File: src/rtl/sync_fifo_param_pkg.sv
// Shared helpers for the parametrised FIFO: width arithmetic and
// configuration sanity checks evaluated at elaboration time.
package fifo_pkg;

  // Smallest n such that 2**n >= v (clog2(1) = 0).
  function automatic int unsigned clog2(input int unsigned v);
    int unsigned r;
    r = 0;
    for (int i = 0; i < 32; i++) begin
      if ((longint'(1) << i) < longint'(v)) r = i + 1;
    end
    return r;
  endfunction

  function automatic bit is_pow2(input int unsigned v);
    return (v != 0) && ((v & (v - 1)) == 0);
  endfunction

  // DEPTH must be a power of two so the pointers wrap by simple overflow.
  function automatic bit depth_ok(input int unsigned depth);
    return (depth >= 2) && is_pow2(depth);
  endfunction

  function automatic bit af_ok(input int af_level, input int depth);
    return (af_level >= 1) && (af_level <= depth);
  endfunction

  function automatic bit ae_ok(input int ae_level, input int depth);
    return (ae_level >= 0) && (ae_level <= depth - 1);
  endfunction

endpackage

File: src/rtl/sync_fifo_param_if.sv
// Producer/consumer bundle for sync_fifo_param. The master side drives
// requests and data; the slave side (the FIFO) drives data out and status.
interface sync_fifo_param_if
  import fifo_pkg::*;
#(
  parameter int WIDTH = 8,
  parameter int DEPTH = 4
);
  localparam int CW = clog2(DEPTH + 1);

  logic             push;
  logic [WIDTH-1:0] write_data;
  logic             pop;
  logic [WIDTH-1:0] read_data;
  logic             read_valid;
  logic             empty;
  logic             full;
  logic             almost_empty;
  logic             almost_full;
  logic [CW-1:0]    count;
  logic             clr_err;
  logic             overflow;
  logic             underflow;

  modport master (
    output push, write_data, pop, clr_err,
    input  read_data, read_valid, empty, full, almost_empty, almost_full,
           count, overflow, underflow
  );

  modport slave (
    input  push, write_data, pop, clr_err,
    output read_data, read_valid, empty, full, almost_empty, almost_full,
           count, overflow, underflow
  );

endinterface

File: src/rtl/sync_fifo_param_ram.sv
// Simple dual-port storage: one synchronous write port, one asynchronous
// read address port. Contents are deliberately not reset.
module fifo_ram
  import fifo_pkg::*;
#(
  parameter int WIDTH = 8,
  parameter int DEPTH = 4,
  parameter int AW    = clog2(DEPTH)
) (
  input  logic             clk,
  input  logic             we,
  input  logic [AW-1:0]    waddr,
  input  logic [WIDTH-1:0] wdata,
  input  logic [AW-1:0]    raddr,
  output logic [WIDTH-1:0] rdata
);

  logic [WIDTH-1:0] mem [DEPTH];

  // Write port: store the word on an accepted push.
  always_ff @(posedge clk) begin
    if (we) mem[waddr] <= wdata;
  end

  assign rdata = mem[raddr];

endmodule

File: src/rtl/sync_fifo_param.sv
// Parametrised single-clock FIFO with occupancy count, almost-full/empty
// thresholds, sticky overflow/underflow flags and a selectable read mode
// (registered read or first-word-fall-through).
module sync_fifo_param
  import fifo_pkg::*;
#(
  parameter int WIDTH    = 8,
  parameter int DEPTH    = 4,
  parameter int AF_LEVEL = 3,
  parameter int AE_LEVEL = 1,
  parameter int FWFT     = 0
) (
  input logic             clk,
  input logic             rst,
  sync_fifo_param_if.slave bus
);

  localparam int PW = clog2(DEPTH);
  localparam int CW = clog2(DEPTH + 1);

  localparam bit DEPTH_OK = depth_ok(DEPTH);
  localparam bit AF_OK    = af_ok(AF_LEVEL, DEPTH);
  localparam bit AE_OK    = ae_ok(AE_LEVEL, DEPTH);

  if (!DEPTH_OK) begin : g_bad_depth
    $error("sync_fifo_param: DEPTH must be a power of two and >= 2");
  end
  if (!AF_OK) begin : g_bad_af
    $error("sync_fifo_param: AF_LEVEL must be in 1..DEPTH");
  end
  if (!AE_OK) begin : g_bad_ae
    $error("sync_fifo_param: AE_LEVEL must be in 0..DEPTH-1");
  end

  logic [PW-1:0]    wr_ptr_reg, wr_ptr_next;
  logic [PW-1:0]    rd_ptr_reg, rd_ptr_next;
  logic [CW-1:0]    count_reg, count_next;
  logic             overflow_reg, overflow_next;
  logic             underflow_reg, underflow_next;
  logic [WIDTH-1:0] data_reg;
  logic [WIDTH-1:0] ram_rdata;
  logic             empty;
  logic             full;
  logic             pop_ok;
  logic             push_ok;

  // Status decodes come from the registered count only, so they trail the
  // causing edge by one cycle and never depend on the current requests.
  assign empty = (count_reg == '0);
  assign full  = (count_reg == CW'(DEPTH));

  // A pop on a full FIFO frees a slot in the same edge, so a simultaneous
  // push is still accepted.
  assign pop_ok  = bus.pop & ~empty;
  assign push_ok = bus.push & (~full | pop_ok);

  fifo_ram #(
    .WIDTH (WIDTH),
    .DEPTH (DEPTH),
    .AW    (PW)
  ) u_ram (
    .clk   (clk),
    .we    (push_ok),
    .waddr (wr_ptr_reg),
    .wdata (bus.write_data),
    .raddr (rd_ptr_reg),
    .rdata (ram_rdata)
  );

  // Next-state for pointers, occupancy and the sticky error flags.
  always_comb begin
    wr_ptr_next    = wr_ptr_reg;
    rd_ptr_next    = rd_ptr_reg;
    count_next     = count_reg;
    overflow_next  = overflow_reg & ~bus.clr_err;
    underflow_next = underflow_reg & ~bus.clr_err;

    if (push_ok) wr_ptr_next = wr_ptr_reg + PW'(1);
    if (pop_ok)  rd_ptr_next = rd_ptr_reg + PW'(1);

    if (push_ok && !pop_ok)      count_next = count_reg + CW'(1);
    else if (pop_ok && !push_ok) count_next = count_reg - CW'(1);

    // A new error event beats a coincident clear.
    if (bus.push && !push_ok) overflow_next  = 1'b1;
    if (bus.pop && empty)     underflow_next = 1'b1;
  end

  // State register; reset discards contents by zeroing pointers and count.
  always_ff @(posedge clk or posedge rst) begin
    if (rst) begin
      wr_ptr_reg    <= '0;
      rd_ptr_reg    <= '0;
      count_reg     <= '0;
      overflow_reg  <= 1'b0;
      underflow_reg <= 1'b0;
    end else begin
      wr_ptr_reg    <= wr_ptr_next;
      rd_ptr_reg    <= rd_ptr_next;
      count_reg     <= count_next;
      overflow_reg  <= overflow_next;
      underflow_reg <= underflow_next;
    end
  end

  // Last word handed out; in registered mode this is the output register,
  // in FWFT mode it holds read_data steady while the FIFO is empty.
  always_ff @(posedge clk or posedge rst) begin
    if (rst)         data_reg <= '0;
    else if (pop_ok) data_reg <= ram_rdata;
  end

  if (FWFT != 0) begin : g_fwft
    // Head word is visible without a pop whenever there is one.
    assign bus.read_data  = empty ? data_reg : ram_rdata;
    assign bus.read_valid = ~empty;
  end else begin : g_registered
    logic valid_reg;

    // One-cycle valid pulse following each accepted pop.
    always_ff @(posedge clk or posedge rst) begin
      if (rst) valid_reg <= 1'b0;
      else     valid_reg <= pop_ok;
    end

    assign bus.read_data  = data_reg;
    assign bus.read_valid = valid_reg;
  end

  assign bus.empty        = empty;
  assign bus.full         = full;
  assign bus.almost_empty = (count_reg <= CW'(AE_LEVEL));
  assign bus.almost_full  = (count_reg >= CW'(AF_LEVEL));
  assign bus.count        = count_reg;
  assign bus.overflow     = overflow_reg;
  assign bus.underflow    = underflow_reg;

endmodule
File: src/flat_wrapper.sv
// flat-port wrapper written by rule: the top's interface ports become plain ports
module sync_fifo_param_flat import fifo_pkg::*;
#(
  parameter int WIDTH    = 8,
  parameter int DEPTH    = 4,
  parameter int AF_LEVEL = 3,
  parameter int AE_LEVEL = 1,
  parameter int FWFT     = 0
)
  (clk, rst, bus_push, bus_write_data, bus_pop, bus_clr_err, bus_read_data, bus_read_valid, bus_empty, bus_full, bus_almost_empty, bus_almost_full, bus_count, bus_overflow, bus_underflow);
  sync_fifo_param_if #(.WIDTH(WIDTH), .DEPTH(DEPTH)) bus_i ();
  input logic clk;
  input logic rst;
  input wire logic [$bits(bus_i.push)-1:0] bus_push;
  input wire logic [$bits(bus_i.write_data)-1:0] bus_write_data;
  input wire logic [$bits(bus_i.pop)-1:0] bus_pop;
  input wire logic [$bits(bus_i.clr_err)-1:0] bus_clr_err;
  output wire logic [$bits(bus_i.read_data)-1:0] bus_read_data;
  output wire logic [$bits(bus_i.read_valid)-1:0] bus_read_valid;
  output wire logic [$bits(bus_i.empty)-1:0] bus_empty;
  output wire logic [$bits(bus_i.full)-1:0] bus_full;
  output wire logic [$bits(bus_i.almost_empty)-1:0] bus_almost_empty;
  output wire logic [$bits(bus_i.almost_full)-1:0] bus_almost_full;
  output wire logic [$bits(bus_i.count)-1:0] bus_count;
  output wire logic [$bits(bus_i.overflow)-1:0] bus_overflow;
  output wire logic [$bits(bus_i.underflow)-1:0] bus_underflow;
  assign bus_i.push = bus_push;
  assign bus_i.write_data = bus_write_data;
  assign bus_i.pop = bus_pop;
  assign bus_i.clr_err = bus_clr_err;
  assign bus_read_data = bus_i.read_data;
  assign bus_read_valid = bus_i.read_valid;
  assign bus_empty = bus_i.empty;
  assign bus_full = bus_i.full;
  assign bus_almost_empty = bus_i.almost_empty;
  assign bus_almost_full = bus_i.almost_full;
  assign bus_count = bus_i.count;
  assign bus_overflow = bus_i.overflow;
  assign bus_underflow = bus_i.underflow;
  sync_fifo_param #(.WIDTH(WIDTH), .DEPTH(DEPTH), .AF_LEVEL(AF_LEVEL), .AE_LEVEL(AE_LEVEL), .FWFT(FWFT)) u_core (.clk(clk), .rst(rst), .bus(bus_i));
endmodule
File: config.mk
export PLATFORM = sky130hd
export DESIGN_NAME = sync_fifo_param_flat
export DESIGN_NICKNAME = d
export VERILOG_FILES = /design/src/rtl/sync_fifo_param_pkg.sv /design/src/rtl/sync_fifo_param_if.sv /design/src/rtl/sync_fifo_param_ram.sv /design/src/rtl/sync_fifo_param.sv /design/src/flat_wrapper.sv
export SDC_FILE = /design/constraint.sdc
export NUM_CORES = 1
export LEC_CHECK = 0
export ABC_AREA = 1
export BUFFER_PORTS_ARGS = -buffer_cell sky130_fd_sc_hd__clkbuf_2
export CAP_MARGIN = 20
export CORE_MARGIN = 2
export CORE_UTILIZATION = 50
export CTS_CLUSTER_SIZE = 12
export DETAILED_ROUTE_END_ITERATION = 10
export GPL_ROUTABILITY_DRIVEN = 0
export GPL_TIMING_DRIVEN = 0
export HOLD_SLACK_MARGIN = 0.15
export PLACE_DENSITY = 0.7
export SLEW_MARGIN = 20
export SYNTH_ARGS = -nofsm -noshare
export SYNTH_HDL_FRONTEND = slang
export SYNTH_SLANG_ARGS = --single-unit
File: constraint.sdc
create_clock -name clk -period 2.4 [get_ports clk]
set_input_delay 0.12 -clock clk [delete_from_list [all_inputs] [get_ports clk]]
set_output_delay 0.12 -clock clk [all_outputs]
set_load 0.005 [all_outputs]
==> results by group <==
Clock tree
  • Post CTS Setup Buffer Count: 0
  • Clk sinks: 50
  • Clock-pin slew on the worst setup and hold paths: 90 ps
  • Clock Latency Late Sink: 300 ps
  • CTS tree: built
  • Post-CTS resize count: 0
  • CTS root buf: clkbuf_8
  • H-tree levels: 2
  • Clock Path Buffers: 2
  • Total CTS buffers: 5

Floorplanning
  • Ports: 31
  • Chip height: 71.7 microns
  • Row count: 24
  • Total die area: 0.00514 sq mm
  • Initial Util: 52.2%
  • Die X: between 70 and 80 microns
  • Core ar.: between 0.004 and 0.005 sq mm

Power
  • Pwr dens: between 1000 and 1500 mW/mm^2
  • Gate power share: around two fifths
  • Sequential power share: 43.8%
  • P_int: 1860 uW
  • Sw Ratio: 37.4%
  • VDD IR-drop max: 0.000499 V
  • Total power draw: roughly 3000 uW
  • Clock power frac: 15.6%
  • Leak: 0.00139 uW
  • Net Sw Power: ~1100 uW

Synthesis
  • Cell variety after synth: 20
  • Number of flops mapped to enable cells by yosys: 32
  • Cells after synthesis: 231
  • YS warnings: 0
  • Net count after synthesis: 254
  • Syn_area_per_cell: 9.91 sq um
  • #FFs+latches synth: 50
  • Share of flip-flops with an asynchronous set or reset: between 30% and 40%
  • Synth Flop Type: edfxtp_1
  • Post-Synthesis Cell Area: 0.00229 sq mm
  • Sequential-to-total area share from yosys stat: 61.6%

Worst hold path
  • HP Class: in2async

Detailed routing
  • DR pass1 iterations: 4
  • DRC: 0
  • Avg WL per Cell: 12.2 microns
  • Post-route antenna net violation count: 0
  • Drt total wl: 4070 microns
  • Via count: 1,512
  • Drt via density: around 4.5
  • Initial DRC count: 51

Finish
  • N_diodes: 0
  • Share of layout cells above drive strength 1: roughly 17%
  • Multi-input gate area: roughly 620 sq um
  • FILL cells: 348
  • Max reg flops: 32
  • Final net count: 304
  • Synth-to-layout area growth: 18.8%
  • FF+latch area: 0.00141 sq mm

Placement
  • # port buffers: 30
  • Detailed Place HPWL: around 2600 microns
  • Pre-CTS setup slack: 209 ps

Outcome
  • Status: finished, final reports clean

STA
  • Slew HR: 43.4%
  • Clock skew: 10.8 ps
  • Final worst path period share: 89.3%
  • Worst slew pin tran: 846 ps
  • Fin crit period: 2140 ps
  • Final setup violation count: 0
  • Achievable frequency: 467 MHz
  • Setup TNS: 0 ps
  • Final worst-path setup slack: around 260 ps
  • Final hold vios: 0
  • RSZ-0062 raised after global routing: false
  • Worst hold slack: 464 ps
  • Max-slew violations: 0

Worst setup path
  • Critical path arrival: just over 2000 ps
  • CP Class: reg2reg
  • Worst Setup End Kind: register
  • Max Fanout on Critical Path: 8
  • Worst Setup Start Kind: register
  • Worst EP required: 2320 ps

Global routing
  • GRT Resource Usage Total: approximately 18%
  • Antenna violations before repair: 0
  • First-pass GRT wire length: 6710 microns
  • Pin count of the biggest net entering global routing: 19
  • Grt total ovfl: 0
  • Vias in the first global route: 1,487

Job
  • Max-cap viol count: 0
-- worst max-delay path, cell delays in order (launching register included) --
cell and delay, ps:
dfrtp_1 450, inv_1 120, ha_1 260, nand3_1 100
nand2_1 150, nor2_1 690
-- kinds of logic (layout without fill, tap and decap cells) --
logic type	Yosys count	count (layout)	synth area share, %
AO/OA/AOI/OAI	11	11	2.62
AND/OR/NAND/NOR	97	97	17.6
adder cells (fa/ha/maj)	10	10	5.46
flip-flops	50	50	61.6
buffers and inverters	59	110	11.1
XOR/XNOR	4	4	1.53
-- power groups by stage --
stage	logic, uW	registers [uW]	clock network [uW]
6_report	1210	1300	462
3_3_place_gp	1160	1310	0
5_1_grt	1390	1330	508
2_1_floorplan	810	1310	0
4_1_cts	1220	1300	475
3_5_place_dp	1190	1320	0
-- timing repair --
| item | CTS | global route |
|---|---|---|
| setup endpoints to repair | 0 | 0 |
| hold endpoints to repair | 53 | 0 |
| hold buffers | 13 | 0 |
-- layout by cell type, fill, tap and decap left out --
cell           Yosys  routed
nand3_1           19      19
xnor2_1            1       1
nor2_1             6       6
clkinv_2           1       2
buf_6              3       3
clkinv_1           1       2
ha_1              10      10
clkbuf_8           0       5
clkbuf_2           0      30
xor2_1             3       3
o21ai_0            7       7
dfrtp_1           18      18
o21ai_2            1       1
inv_2              1       1
inv_4              1       1
edfxtp_1          32      32
a21oi_1            2       2
o22ai_1            1       1
dlygate4sd3_1      0      13
nand2_4            2       2
clkinvlp_4         0       1
buf_4              2       2
nand2_1           70      70
inv_1             50      50
-- cells in the mapped netlist, drive strengths merged (2+ instances only) --
cell | number | share of area, %
o21ai | 8 | 1.9
buf | 5 | 2.1
clkinv | 2 | 0.38
nand2 | 72 | 12
dfrtp | 18 | 20
inv | 52 | 8.6
a21oi | 2 | 0.44
xor2 | 3 | 1.1
nor2 | 6 | 0.98
nand3 | 19 | 4.2
ha | 10 | 5.5
edfxtp | 32 | 42
-- final cells by class --
| type | count | share of cell area, % |
|---|---|---|
| Multi-Input combinational cell | 122 | 22.9 |
| Inverter | 54 | 7.59 |
| Clock inverter | 3 | 0.598 |
| Clock buffer | 5 | 2.53 |
| Sequential cell | 50 | 51.9 |
| Timing Repair Buffer | 43 | 10.3 |
| Tap cell | 52 | 2.39 |
| Buffer | 5 | 1.79 |
-- final timing paths --
check / from / end / slack (ps) / cells past startpoint
max in group asynchronous: rst / u_core.bus.read_data[3] / 1470 / 3
min in group clk: u_core.bus.read_data[1] / u_core.bus.read_data[1] / 490 / 2
worst min-delay path: rst / u_core.bus.underflow / 460 / 3
worst min register to register: u_core.bus.read_data[1] / u_core.bus.read_data[1] / 490 / 2
worst max register to register: u_core.bus.count[0] / u_core.u_ram.mem[1][3] / 260 / 5
worst max-delay path: u_core.bus.count[0] / u_core.u_ram.mem[1][3] / 260 / 5
-- per-stage QoR --
step	std cells	area, sq um	util (%)
after global placement	313	2500	57.1
after global routing	334	2720	62.0
after floorplan	231	2290	-
after detailed placement	313	2500	57.1
after CTS	334	2720	62.0
final	334	2720	62.0
-- routing by layer --
layer	vias to the layer above	GRT usage, %	wire length [microns]
met5	-	0	0
met4	0	7.76	67
met3	7	4.08	161
met2	32	31.0	1980
met1	667	21.0	1860
li1	806	-	-
Power figures use the tool's default switching activity.
